$ cat config.mk
export PLATFORM = sky130hd
export DESIGN_NAME = sonic_echo_emulator
export DESIGN_NICKNAME = d
export VERILOG_FILES = /design/src/rtl/sonic_echo_emulator.sv
export SDC_FILE = /design/constraint.sdc
export NUM_CORES = 1
export LEC_CHECK = 0
export ABC_AREA = 1
export CORE_ASPECT_RATIO = 0.5
export CORE_MARGIN = 2
export CORE_UTILIZATION = 65
export CTS_BUF_LIST = sky130_fd_sc_hd__clkbuf_2
export DETAILED_ROUTE_END_ITERATION = 10
export MAX_ROUTING_LAYER = met4
export PLACE_DENSITY = 0.84
export REMOVE_ABC_BUFFERS = 1
export SYNTH_ARGS = -nofsm -noshare
export SYNTH_HDL_FRONTEND = slang
export SYNTH_SLANG_ARGS = --single-unit
export TNS_END_PERCENT = 1
$ cat constraint.sdc
create_clock -name clk -period 7.74 [get_ports clk]
set_clock_uncertainty 0.15 [all_clocks]
set_input_delay 2.322 -clock clk [delete_from_list [all_inputs] [get_ports clk]]
set_output_delay 2.322 -clock clk [all_outputs]
set_load 0.02 [all_outputs]
$ cat src/rtl/sonic_echo_emulator.sv
// Responder side of an ultrasonic ranging module: watches trig, answers with an
// echo pulse whose width encodes distance_cm, then enforces a dead time.
module sonic_echo_emulator #(
   parameter int CLK_PER_US  = 100,
   parameter int MIN_TRIG_US = 10,
   parameter int BURST_US    = 200,
   parameter int US_PER_CM   = 58,
   parameter int MIN_CM      = 2,
   parameter int MAX_CM      = 400,
   parameter int TIMEOUT_US  = 38000,
   parameter int HOLDOFF_US  = 1000
) (
   input  logic       clk,
   input  logic       rst,
   input  logic       trig,
   input  logic [9:0] distance_cm,
   output logic       echo,
   output logic       busy,
   output logic       trig_err
);

   typedef enum logic [2:0] {IDLE, ARM, BURST, ECHO, HOLDOFF} state_t;

   localparam int            PW         = (CLK_PER_US > 1) ? $clog2(CLK_PER_US) : 1;
   localparam logic [PW-1:0] PRESC_LAST = PW'(CLK_PER_US - 1);
   localparam logic [15:0]   TRIG_MIN   = 16'(MIN_TRIG_US * CLK_PER_US);
   localparam logic [15:0]   BURST_LAST = 16'(BURST_US - 1);
   localparam logic [15:0]   HOLD_LAST  = 16'(HOLDOFF_US - 1);

   state_t        state, state_next;
   logic          trig_meta, trig_s, trig_s_d;
   logic          rise, fall, us_tick, entering, accept;
   logic [PW-1:0] presc;
   logic [15:0]   us_cnt, cyc_cnt, echo_last;
   logic [9:0]    dist_q;

   always_ff @(posedge clk or posedge rst) begin
      if (rst) begin
         trig_meta <= 1'b0;
         trig_s    <= 1'b0;
         trig_s_d  <= 1'b0;
      end else begin
         trig_meta <= trig;
         trig_s    <= trig_meta;
         trig_s_d  <= trig_s;
      end
   end

   assign rise    = trig_s & ~trig_s_d;
   assign fall    = ~trig_s & trig_s_d;
   assign us_tick = (presc == PRESC_LAST);
   assign accept  = (cyc_cnt >= TRIG_MIN);
   assign busy    = (state != IDLE);

   // Echo width in us, less one, so it compares directly against us_cnt.
   always_comb begin
      if (dist_q > 10'(MAX_CM))
         echo_last = 16'(TIMEOUT_US - 1);
      else if (dist_q < 10'(MIN_CM))
         echo_last = 16'(MIN_CM * US_PER_CM - 1);
      else
         echo_last = 16'(dist_q) * 16'(US_PER_CM) - 16'd1;
   end

   always_comb begin
      state_next = state;
      case (state)
         IDLE:    if (rise) state_next = ARM;
         ARM:     if (fall) state_next = accept ? BURST : IDLE;
         BURST:   if (us_tick && us_cnt == BURST_LAST) state_next = ECHO;
         ECHO:    if (us_tick && us_cnt == echo_last) state_next = HOLDOFF;
         HOLDOFF: if (us_tick && us_cnt == HOLD_LAST) state_next = IDLE;
         default: state_next = IDLE;
      endcase
   end

   assign entering = (state_next != state);

   always_ff @(posedge clk or posedge rst) begin
      if (rst) begin
         state    <= IDLE;
         presc    <= '0;
         us_cnt   <= '0;
         cyc_cnt  <= '0;
         dist_q   <= '0;
         echo     <= 1'b0;
         trig_err <= 1'b0;
      end else begin
         state    <= state_next;
         echo     <= (state_next == ECHO);
         trig_err <= (state == ARM) && fall && !accept;
         // Timebase restarts on each state entry so state lengths are exact.
         if (entering || us_tick) presc <= '0;
         else                     presc <= presc + 1'b1;
         if (entering) us_cnt <= '0;
         else          us_cnt <= us_cnt + 16'(us_tick);
         // The rise-detect cycle is itself a trig_s-high cycle, hence the load of 1.
         if (state == IDLE && rise)
            cyc_cnt <= 16'd1;
         else if (state == ARM && trig_s && cyc_cnt != 16'hFFFF)
            cyc_cnt <= cyc_cnt + 16'd1;
         if (state == ARM && fall && accept) dist_q <= distance_cm;
      end
   end

endmodule

==> impl_results.md, run 1 <==
- Post-synthesis compound-gate area fraction: 0.0566
- Layout cells sized above 1: 0.0821
- Die Wd: 131 um
- Synth Area in Simple Gates: 0.375
- DP HPWL: 8530 um
- CTS tree: done
- Detailed Route Iter0 Violations: 374
- Status: finished, final reports clean
- Area grow syn2layout: 6.64%
- Endpoints failing setup: 0
- Most area-hungry cell type in the Yosys netlist: dfrtp_1
- Top cell type's share of synthesized area: 0.272
- Slew margin rel.: 0.507
- Critical Path Start Type: flop
- Ant. Diodes: 0
- # resized after CTS: 0
- Worst EP arrival: 5.17 ns
- Slowest CP cell: dfrtp_1
- Post-synth EDFFs: 0
- Largest cells by area after synthesis: dfrtp_1 (27%), nand2_1 (14%), ha_1 (11%)
- Cell variety after synth: 40
- Ys async rst share: 1.00
- Post-CTS setup buffer count: 0
- Final TNS setup: 0 ns
- Top delay family on crit path: simple AND/OR/NAND/NOR gates
- Pin count of the biggest net entering global routing: 58
- Mapped Area: 5240 um2
- Clk pin slew, worst setup/hold paths: 0.20 ns
- Hold WC Path Type: reg2reg
- Post-Synth XOR/XNOR Area: 0.0234
- Endpoints failing hold: 0
- CP max FO: 16
- Avg Vias per Cell: 5.20
- Adder-Cell Fraction of Synth Area: 0.170
- Initial Util: 0.662
- Die height: 67.5 um
- Port Buffers: 15
- Max Root-Sink Buffers: 2
- Total of max-cap violations: 0
- Peak supply drop: 0.0000951 V
- Kind of critical path: reg2reg
- CP required: 8.00 ns
- Achievable frequency: 203 MHz
- Initial antenna violation count: 0
- Cts bufs inserted: 9
- Number of global-route vias before repair: 4429
- Power per cell area: 103 nW/um2
- CTS H-tree depth: 3
- Prevailing post-synth register cell: dfrtp_1
- Die area: 8840 um2
- #FFs+latches synth: 57
- Syn Inst Count: 754
- Total global routing overflow: 0
- Fin crit share: 0.635
- WL/cell: 12.3 um
- Cts hold-fix bufs: 0
- First-pass GRT wire length: 18800 um
- I/O pin cnt: 16
- Post-route core utilization: 0.706
- Unrepaired setup endpoints after global routing: no
- Drt drc: 0
- Leakage: 2.73 nW
- Core footprint: 7910 um2
- Mux contribution to synthesized area: 0
- Fin crit period: 4.92 ns
- Overall Global Routing Usage: 0.281
- Vias: 4635
- TritonCTS sink count: 57
- First-pass iteration count of the detailed router: 6
- Average size of a mapped cell: 6.95 um2
- Worst-margin pin slew: 0.739 ns
- Routed Antenna Nets: 0
- Final nets: 850
- Register area share after synthesis: 0.272
- Fin. max-slew vios: 0
- Final GP Congestion: 0.859
- Commonest non-fill, non-tap cell in the layout: nand2_1
- Commonest non-fill, non-tap cells in the layout: nand2_1 (191), inv_1 (125), nor2_1 (87)
- Worst setup EP type: flop
- Synth Warn #: 0
- Cell mode on critical path: nand2_1
- Worst-skew pair later-pin latency: 0.52 ns
- Worst path max stage delay: 0.54 ns
- Buf/Inv on CP: 3
- # rows: 23
- Root buffer cell: clkbuf_2
- Largest family of logic cells by synthesized area: simple AND/OR/NAND/NOR gates
- Final WL: 10900 um
[Yosys cell counts (2+ instances only)]
cell      count
nand2_4       2
inv_1       126
nor4_1        2
a21oi_1      16
xnor2_1       3
inv_2         4
clkbuf_1      3
nand3_2       6
nand3_1      70
nor2_2        9
nand2_2      17
nand2_1     191
dfrtp_1      57
nand4_1      16
a211oi_1      3
nor3_1       18
xor2_1       11
nor2_4        6
fa_1         15
o21ai_0      25
nand3b_1      3
ha_1         47
nor2_1       87
[through the flow]
stage	cell area [um2]	cells	hold slack, ns	setup WS (ns)	total power, mW
6_report	5590	892	0.225	2.82	0.575
5_1_grt	5590	892	0.248	2.36	0.606
4_1_cts	5590	892	0.229	2.84	0.579
3_5_place_dp	5490	876	0.187	2.92	0.405
3_3_place_gp	5490	876	0.184	3.10	0.400
2_1_floorplan	5190	748	0.181	3.41	0.380
[kinds of logic (layout without fill, tap and decap cells)]
family | after synthesis | in the layout
flops | 57 | 57
fa+ha+maj | 62 | 62
buf+inv | 137 | 163
simple gates | 431 | 431
compound gates | 53 | 53
xor+xnor | 14 | 14
[power by group]
group	internal, mW	switching, mW
Combinational	0.0258	0.0506
Clock	0.0447	0.131
Sequential	0.312	0.0106
[layout make-up]
class	instances	area [um2]
Sequential cell	57	1430
Tap cell	112	140
Inverter	131	492
Timing Repair Buffer	16	158
Fill cell	635	2330
Clock buffer	9	45.0
Multi-Input combinational cell	560	3270
Clock inverter	7	55.1
[final timing paths]
path	startpoint	depth (start not counted)	endpoint	slack, ns
worst min register to register	trig_meta	0	trig_s	0.23
min in group asynchronous	rst	3	cyc_cnt[6]	2.14
max in group asynchronous	rst	3	dist_q[5]	4.80
worst max-delay path	dist_q[7]	26	us_cnt[4]	2.82
worst max register to register	dist_q[7]	26	us_cnt[4]	2.82
worst min-delay path	trig_meta	0	trig_s	0.23
[registers in the layout, indices dropped and copies added, names as in the netlist, 3 cells and up]
register / cells
cyc_cnt: 16
us_cnt: 16
dist_q: 10
presc: 7
state: 3
[layer usage]
layer | global-route usage | part of all wire | wire (um)
met2 | 0.496 | 0.47 | 5190
met4 | 0.0691 | 0.010 | 111
met1 | 0.331 | 0.47 | 5190
met3 | 0.0650 | 0.041 | 452
met5 | - | 0 | 0
Power figures use the tool's default switching activity.
==> inputs of run 2 (changes only) <==
==> constraint.sdc (replaced) <==
create_clock -name clk -period 4.69 [get_ports clk]
set_clock_uncertainty 0.15 [all_clocks]
set_input_delay 1.407 -clock clk [delete_from_list [all_inputs] [get_ports clk]]
set_output_delay 1.407 -clock clk [all_outputs]
set_load 0.02 [all_outputs]
==> run 2 against run 1 <==
Global-route usage is 0.25 points lower. Maximum frequency is 8.5% higher. Combinational power is 81% higher. Non-clock buffer count is 16 higher. Critical path type unchanged.
==> impl_results.md, run 2 (same netlist as run 1, synthesis figures left out) <==
- Cell mode on critical path: nand2_1 (unchanged)
- Initial antenna violation count: 0 (unchanged)
- Post-DP Area: 5540 um2 (was 5490 um2)
- TritonCTS sink count: 57 (unchanged)
- Total of max-cap violations: 0 (unchanged)
- CTS H-tree depth: 3 (unchanged)
- Vias: 4920 (was 4635)
- Avg Vias per Cell: 5.41 (was 5.20)
- Die height: 67.5 um (unchanged)
- CP required: 5.02 ns (was 8.00 ns)
- Initial Util: 0.662 (unchanged)
- Kind of critical path: reg2reg (unchanged)
- First-pass iteration count of the detailed router: 5 (was 6)
- Final instance area: 5960 um2 (was 5590 um2)
- Top delay family on crit path: simple AND/OR/NAND/NOR gates (unchanged)
- CP max FO: 8 (was 16)
- Port Buffers: 15 (unchanged)
- Hold Slack: 0.227 ns (was 0.225 ns)
- Commonest non-fill, non-tap cell in the layout: nand2_1 (unchanged)
- Slew margin rel.: 0.544 (was 0.507)
- Final WL: 12300 um (was 10900 um)
- Power per cell area: 171 nW/um2 (was 103 nW/um2)
- WL/cell: 13.5 um (was 12.3 um)
- Overall Global Routing Usage: 0.279 (was 0.281)
- Core footprint: 7910 um2 (unchanged)
- Leakage: 2.84 nW (was 2.73 nW)
- Slowest CP cell: fa_1 (was dfrtp_1)
- Fill cell count: 618 (was 635)
- Root buffer cell: clkbuf_2 (unchanged)
- CTS tree: done (unchanged)
- Ant. Diodes: 0 (unchanged)
- Critical Path Start Type: flop (unchanged)
- Detailed Route Iter0 Violations: 417 (was 374)
- Worst setup EP type: flop (unchanged)
- Commonest non-fill, non-tap cells in the layout: nand2_1 (182), inv_1 (118), nor2_1 (82) (was nand2_1 (191), inv_1 (125), nor2_1 (87))
- Total global routing overflow: 0 (unchanged)
- Fin crit share: 0.966 (was 0.635)
- Reg-to-reg slack, setup: 0.16 ns (was 2.82 ns)
- Drt drc: 0 (unchanged)
- Fin. max-slew vios: 0 (unchanged)
- Pin count of the biggest net entering global routing: 40 (was 58)
- Worst-margin pin slew: 0.683 ns (was 0.739 ns)
- Cts bufs inserted: 9 (unchanged)
- Number of global-route vias before repair: 4424 (was 4429)
- Post-Place Cells: 883 (was 876)
- Endpoints failing hold: 0 (unchanged)
- Layout cells sized above 1: 0.147 (was 0.0821)
- Status: finished, final reports clean (unchanged)
- Buf/Inv on CP: 3 (unchanged)
- Peak supply drop: 0.000118 V (was 0.0000951 V)
- I/O pin cnt: 16 (unchanged)
- Worst EP arrival: 4.86 ns (was 5.17 ns)
- Die area: 8840 um2 (unchanged)
- Worst-skew pair later-pin latency: 0.53 ns (was 0.52 ns)
- Routed Antenna Nets: 0 (unchanged)
- Achievable frequency: 221 MHz (was 203 MHz)
- Biggest regs: cyc_cnt: 16 flops, us_cnt: 16 flops, dist_q: 10 flops (unchanged)
- Post-route insts no fill: 909 (was 892)
- Worst path max stage delay: 0.55 ns (was 0.54 ns)
- Die Wd: 131 um (unchanged)
- Max Root-Sink Buffers: 2 (unchanged)
- Final GP Congestion: 0.867 (was 0.859)
- # rows: 23 (unchanged)
- DP HPWL: 8570 um (was 8530 um)
- Endpoints failing setup: 0 (unchanged)
- First-pass GRT wire length: 18700 um (was 18800 um)
- Hold WC Path Type: reg2reg (unchanged)
- Fin crit period: 4.53 ns (was 4.92 ns)
- Clk pin slew, worst setup/hold paths: 0.19 ns (was 0.20 ns)
- Final nets: 867 (was 850)
- Area grow syn2layout: 13.7% (was 6.64%)
## run 2: cell types whose count changed in the layout (fill, tap and decap cells not counted), sizes merged
cell and change:
clkinvlp -1, buf +16, bufinv +1, nand2 +1
## run 2: worst paths after layout
kind	start	to	cells past startpoint
max in group asynchronous	rst	dist_q[8]	3
min	trig_meta	trig_s	0
max	dist_q[3]	us_cnt[14]	29
min reg2reg	trig_meta	trig_s	0
max reg2reg	dist_q[3]	us_cnt[14]	29
min in group asynchronous	rst	cyc_cnt[11]	2
## run 2: metal layers
metal / track usage / wire length (um) / vias to the layer above
li1: - / - / 2455
met2: 0.488 / 5870 / 156
met1: 0.336 / 5380 / 2279
met3: 0.0555 / 722 / 30
met5: - / 0 / -
met4: 0.0705 / 292 / 0
## run 2: repair_timing
action                                  in CTS  in global routing
resized for setup                            2                 47
gates cloned                                 0                  1
pin swaps                                    0                 22
endpoints found under the setup margin      16                 23
setup buffers                                0                  9
hold buffers                                 0                  0
## run 2: area by class of cell
type | count | area [um2] | area share
Clock buffer | 9 | 45.0 | 0.00756
Clock inverter | 7 | 77.6 | 0.0130
Inverter | 131 | 494 | 0.0830
Multi-Input combinational cell | 561 | 3480 | 0.585
Sequential cell | 57 | 1430 | 0.239
Tap cell | 112 | 140 | 0.0235
Timing Repair Buffer | 32 | 290 | 0.0487
## run 2: power breakdown
| part | switching, mW | internal [mW] |
|---|---|---|
| sequential | 0.0175 | 0.515 |
| combinational | 0.0911 | 0.0468 |
| clock | 0.221 | 0.127 |
## run 2: metrics by stage
step	worst slack, ns	TNS (ns)	power [mW]	util
after floorplan	0.362	0	0.627	-
after global placement	0.114	0	0.661	0.700
after detailed placement	-0.0395	-0.137	0.665	0.700
after CTS	0.0302	0	1.01	0.717
after global routing	-0.132	-2.32	1.06	0.753
final	0.159	0	1.02	0.753
